### src/rtl/debounce_multi.sv
// debounce_multi: N-channel push-button debouncer with one shared sample tick.
//
// For each channel it produces a clean level, one-cycle press and release
// pulses, and (optionally) one-cycle auto-repeat pulses while the button is held.
//
// Ports:
//   clkDB       - system clock; all state changes on its rising edge
//   rst         - asynchronous, active-high reset
//   btn_in      - raw, asynchronous button inputs (1 = pressed)
//   btn_level   - debounced level per channel
//   btn_press   - one-cycle pulse on a debounced 0->1 transition
//   btn_release - one-cycle pulse on a debounced 1->0 transition
//   btn_rep     - one-cycle auto-repeat pulse while held (0 when REPEAT_EN = 0)
//   tick        - shared sample strobe, high for one cycle every TICK_DIV cycles
module debounce_multi #(
    parameter int N_CH         = 4,
    parameter int TICK_DIV     = 250000,
    parameter int STABLE_TICKS = 3,
    parameter int REPEAT_EN    = 0,
    parameter int REPEAT_DELAY = 200,
    parameter int REPEAT_RATE  = 40
) (
    input  logic            clkDB,
    input  logic            rst,
    input  logic [N_CH-1:0] btn_in,
    output logic [N_CH-1:0] btn_level,
    output logic [N_CH-1:0] btn_press,
    output logic [N_CH-1:0] btn_release,
    output logic [N_CH-1:0] btn_rep,
    output logic            tick
);

    localparam int            DW       = $clog2(TICK_DIV);
    localparam logic [DW-1:0] DIV_LAST = DW'(TICK_DIV - 1);
    localparam int            CW       = $clog2(STABLE_TICKS + 1);
    localparam logic [CW-1:0] CNT_LAST = CW'(STABLE_TICKS - 1);

    logic [DW-1:0]   div_cnt;
    logic [N_CH-1:0] sync1;
    logic [N_CH-1:0] sync2;
    logic [CW-1:0]   stab_cnt [N_CH];
    logic [N_CH-1:0] flip;

    // Shared divider: counts 0..TICK_DIV-1, tick on the last count.
    always_ff @(posedge clkDB or posedge rst) begin
        if (rst) begin
            div_cnt <= '0;
        end else if (div_cnt == DIV_LAST) begin
            div_cnt <= '0;
        end else begin
            div_cnt <= div_cnt + 1'b1;
        end
    end

    assign tick = (div_cnt == DIV_LAST);

    // Two-flop synchroniser, clocked every cycle.
    always_ff @(posedge clkDB or posedge rst) begin
        if (rst) begin
            sync1 <= '0;
            sync2 <= '0;
        end else begin
            sync1 <= btn_in;
            sync2 <= sync1;
        end
    end

    // A channel flips on the tick that completes STABLE_TICKS differing samples.
    always_comb begin
        flip = '0;
        for (int unsigned i = 0; i < N_CH; i++) begin
            flip[i] = tick && (sync2[i] != btn_level[i]) && (stab_cnt[i] == CNT_LAST);
        end
    end

    always_ff @(posedge clkDB or posedge rst) begin
        if (rst) begin
            btn_level   <= '0;
            btn_press   <= '0;
            btn_release <= '0;
            for (int unsigned i = 0; i < N_CH; i++) begin
                stab_cnt[i] <= '0;
            end
        end else begin
            btn_press   <= '0;
            btn_release <= '0;
            if (tick) begin
                for (int unsigned i = 0; i < N_CH; i++) begin
                    if (sync2[i] == btn_level[i]) begin
                        stab_cnt[i] <= '0;
                    end else if (flip[i]) begin
                        btn_level[i]   <= ~btn_level[i];
                        btn_press[i]   <= ~btn_level[i];
                        btn_release[i] <= btn_level[i];
                        stab_cnt[i]    <= '0;
                    end else begin
                        stab_cnt[i] <= stab_cnt[i] + 1'b1;
                    end
                end
            end
        end
    end

    generate
        if (REPEAT_EN != 0) begin : g_rep
            localparam int HOLD_MAX = (REPEAT_DELAY > REPEAT_RATE) ? REPEAT_DELAY : REPEAT_RATE;
            localparam int HW       = $clog2(HOLD_MAX + 1);
            localparam logic [HW-1:0] HOLD_LAST = HW'(REPEAT_DELAY - 1);
            // A rate longer than the delay cannot be reached by reloading; restart from 0.
            localparam logic [HW-1:0] HOLD_RELOAD =
                HW'((REPEAT_DELAY > REPEAT_RATE) ? (REPEAT_DELAY - REPEAT_RATE) : 0);

            logic [HW-1:0] hold_cnt [N_CH];

            // Counter reaching REPEAT_DELAY is detected one step early so the
            // pulse is registered on the tick edge that would reach it.
            // A flip (press or release) has priority, so no repeat on those edges.
            always_ff @(posedge clkDB or posedge rst) begin
                if (rst) begin
                    btn_rep <= '0;
                    for (int unsigned i = 0; i < N_CH; i++) begin
                        hold_cnt[i] <= '0;
                    end
                end else begin
                    btn_rep <= '0;
                    for (int unsigned i = 0; i < N_CH; i++) begin
                        if (flip[i]) begin
                            hold_cnt[i] <= '0;
                        end else if (tick && btn_level[i]) begin
                            if (hold_cnt[i] == HOLD_LAST) begin
                                btn_rep[i]  <= 1'b1;
                                hold_cnt[i] <= HOLD_RELOAD;
                            end else begin
                                hold_cnt[i] <= hold_cnt[i] + 1'b1;
                            end
                        end
                    end
                end
            end
        end else begin : g_no_rep
            assign btn_rep = '0;
        end
    endgenerate

endmodule
### config.mk
export PLATFORM = sky130hd
export DESIGN_NAME = debounce_multi
export DESIGN_NICKNAME = d
export VERILOG_FILES = /design/src/rtl/debounce_multi.sv
export SDC_FILE = /design/constraint.sdc
export NUM_CORES = 1
export LEC_CHECK = 0
export ABC_AREA = 1
export CAP_MARGIN = 20
export CORE_ASPECT_RATIO = 1.1
export CORE_MARGIN = 5
export CORE_UTILIZATION = 25
export CTS_CLUSTER_SIZE = 24
export DETAILED_ROUTE_END_ITERATION = 7
export SYNTH_ARGS = -nofsm -noshare
export SYNTH_HDL_FRONTEND = slang
export SYNTH_SLANG_ARGS = --single-unit
### constraint.sdc
create_clock -name clkDB -period 1.7 [get_ports clkDB]
set_clock_uncertainty 0.1 [all_clocks]
set_input_delay 0.255 -clock clkDB [delete_from_list [all_inputs] [get_ports clkDB]]
set_output_delay 0.255 -clock clkDB [all_outputs]
set_load 0.05 [all_outputs]
==> run_results.csv <==
group,metric,value,unit
sta,rsz0062_at_grt,"yes",
cts,numCtsBuffers,5,
die,dieArea,0.01084,mm^2
cts,cts_tree,"built",
layout,layout-drive-gt1-share,21.99,%
synth,synth_top_area_share,51.98,%
route,vias,1695,
sta,slew_violations,0,
route,dr.pass1.iters,4,
die,pin_count,23,
sta,hold_viol,0,
power_and_ir_drop,vdd_drop_max,0.5014,mV
cts,clock_path_buffers,2,
die,initial_utilization,25.34,%
synth,yosys_register_bits,46,
grt,gr-total-overflow,0,
run_status,failed_checks,"setup timing",
synth,ys_warn_count,0,
layout,antenna_cells,0,
route,wl,4.356,mm
die,die_w,99.74,um
power_and_ir_drop,p_total,1.974,mW
worst_setup_path,path_max_fanout,2,
synth,syn_inst,254,
hold_path,hp-class,"input port to asynchronous set/reset pin",
power_and_ir_drop,p_leak,1.409,nW
die,std_cell_rows,36,
cts,clk_latency,300,ps
synth,seq_area_frac_synth,51.98,%
route,dr.first_iter.drc_count,88,
route,drc,0,
sta,finalSetupTns,-56.92,ps
grt,grt_max_degree,47,
grt,grt_pass1_wl,7.665,mm
synth,synth.avg_cell_area,8.719,um^2
place,portBuffers,18,
flow_run,maxCapViolations,0,
synth,synthTopCellsByArea,"dfrtp_1 52%, nand2_1 9.3%, nor2_1 6.8%",
grt,grt_pass1_vias,1721,
route,ant_nets,0,
power_and_ir_drop,power.density,708.6,mW/mm^2
worst_setup_path,critPathCaptureType,"primary output",
route,via_per_inst,4.185,
synth,ys_types,25,
cts,cts_max_level,2,
sta,fmax,569.2,MHz
place,place_congestion,0.7782,
place,dp_cells,391,
synth,yosysMostFrequentCell,"nand2_1",
die,fp.dieH,108.7,um
run_status,status,"complete, but fails checks",
sta,finalSetupViolCount,1,
place,placed_area,0.002586,mm^2
synth,synth_edf_count,0,
place,dp_hpwl,3.194,mm
layout,final_cells,405,
synth,yosys.area.top_type,"dfrtp_1",
sta,setup_slack,-56.92,ps
synth,synthTopCellsByCount,"55 x nand2_1, 46 x dfrtp_1, 40 x nor2_1",
layout,fin_util,31.87,%
sta,finalCritPeriodShare,103.3,%
layout,stdcell_area,0.002785,mm^2
cts,root_buffer,"clkbuf_8",
synth,yosys_most_used_dff,"dfrtp_1",
worst_setup_path,arrival,1400,ps
cts,hold_buffers,0,
synth,netlist_area,0.002215,mm^2
place,dpl_worst_slack,85.77,ps
sta,holdWs,200.6,ps
grt,grt_use_total,8.692,%
worst_setup_path,crit_type,"flop to primary output",
die,core,0.008738,mm^2
worst_setup_path,crit_required,1340,ps
layout,nets,297,
synth,synthArstFlopShare,100.0,%
worst_setup_path,critPathLaunchType,"flop",
layout,area_delta_synth_final,25.76,%
cts,clk_pin_slew_worst_paths,90,ps
sta,min_period,1757,ps
cts,cts.sinks,46,
grt,antenna_found_initial,0,
route,wl_per_cell,10.76,um
## cell families after synthesis
| group | synth area share, % |
|---|---|
| other cells | 0.1693 |
| compound gates | 1.243 |
| fa+ha+maj | 0.5649 |
| buf+inv | 8.983 |
| xor+xnor | 4.350 |
| flops | 51.98 |
| simple gates | 32.71 |
## power by group
| group | internal (mW) | switching (mW) |
|---|---|---|
| Combinational | 0.0169 | 0.0470 |
| Clock | 0.433 | 0.370 |
| Sequential | 1.10 | 0.00452 |
## critical path, cell delays in order, from the launching register on
cell,delay (ps)
dfrtp_1,410
ha_4,170
nand2_4,60
nor2_8,100
nand3_4,80
nor2_4,130
buf_12,150
## final timing paths
check | startpoint | cells after the start | slack, ps | end
worst max-delay path | div_cnt[1]$_DFF_PP0_ | 6 | -60 | tick
worst min-delay path | rst | 3 | 200 | div_cnt[11]$_DFF_PP0_
worst max register to register | div_cnt[1]$_DFF_PP0_ | 9 | 130 | btn_level[3]$_DFFE_PP0P_
worst min register to register | sync1[0]$_DFF_PP0_ | 0 | 250 | sync2[0]$_DFF_PP0_
max in group asynchronous | rst | 3 | 1080 | div_cnt[8]$_DFF_PP0_
min in group clkDB | sync1[0]$_DFF_PP0_ | 0 | 250 | sync2[0]$_DFF_PP0_
## placed cells by master (no fill, tap or decap), types with 2 or more instances in the layout
cell             instances
nand2_1                 54
dfrtp_1                 44
nor2_1                  40
inv_1                   32
buf_4                   22
nand4_1                 18
xor2_1                  11
nand3_1                 11
inv_2                    7
nor2_4                   5
clkbuf_8                 5
clkdlybuf4s50_1          5
buf_12                   5
nand3_2                  4
conb_1                   4
nor2_2                   3
nand2_2                  2
nand3_4                  2
o21ai_0                  2
nand3b_1                 2
clkinv_2                 2
dfrtp_2                  2
## what timing repair did
item | CTS | global route
pin swaps | 2 | 5
setup buffers | 3 | 3
gates resized for setup | 2 | 9
endpoints found under the setup margin | 1 | 10
## area by class of cell
cell class | instances | area (um^2)
fillers | 918 | 5953
flip-flops and latches | 46 | 1154
multi-input cells | 166 | 918.4
repair buffers | 32 | 315.3
inverters | 39 | 146.4
well taps | 114 | 142.6
clock buffers | 5 | 68.82
clock inverters | 3 | 40.04
## metal layers
metal | global-route usage (%) | wire length (um)
met1 | 10.82 | 1928
met2 | 14.92 | 2231
met3 | 1.791 | 118
met4 | 3.024 | 78
met5 | 0 | 0
## state kept, by name, indices dropped and copies added, names as in the netlist
| name | count |
|---|---|
| sync1 | 4 |
| div_cnt | 18 |
| stab_cnt | 8 |
| btn_release | 4 |
| btn_press | 4 |
| sync2 | 4 |
| btn_level | 4 |
Note: power is estimated with default switching activity, not from simulation.
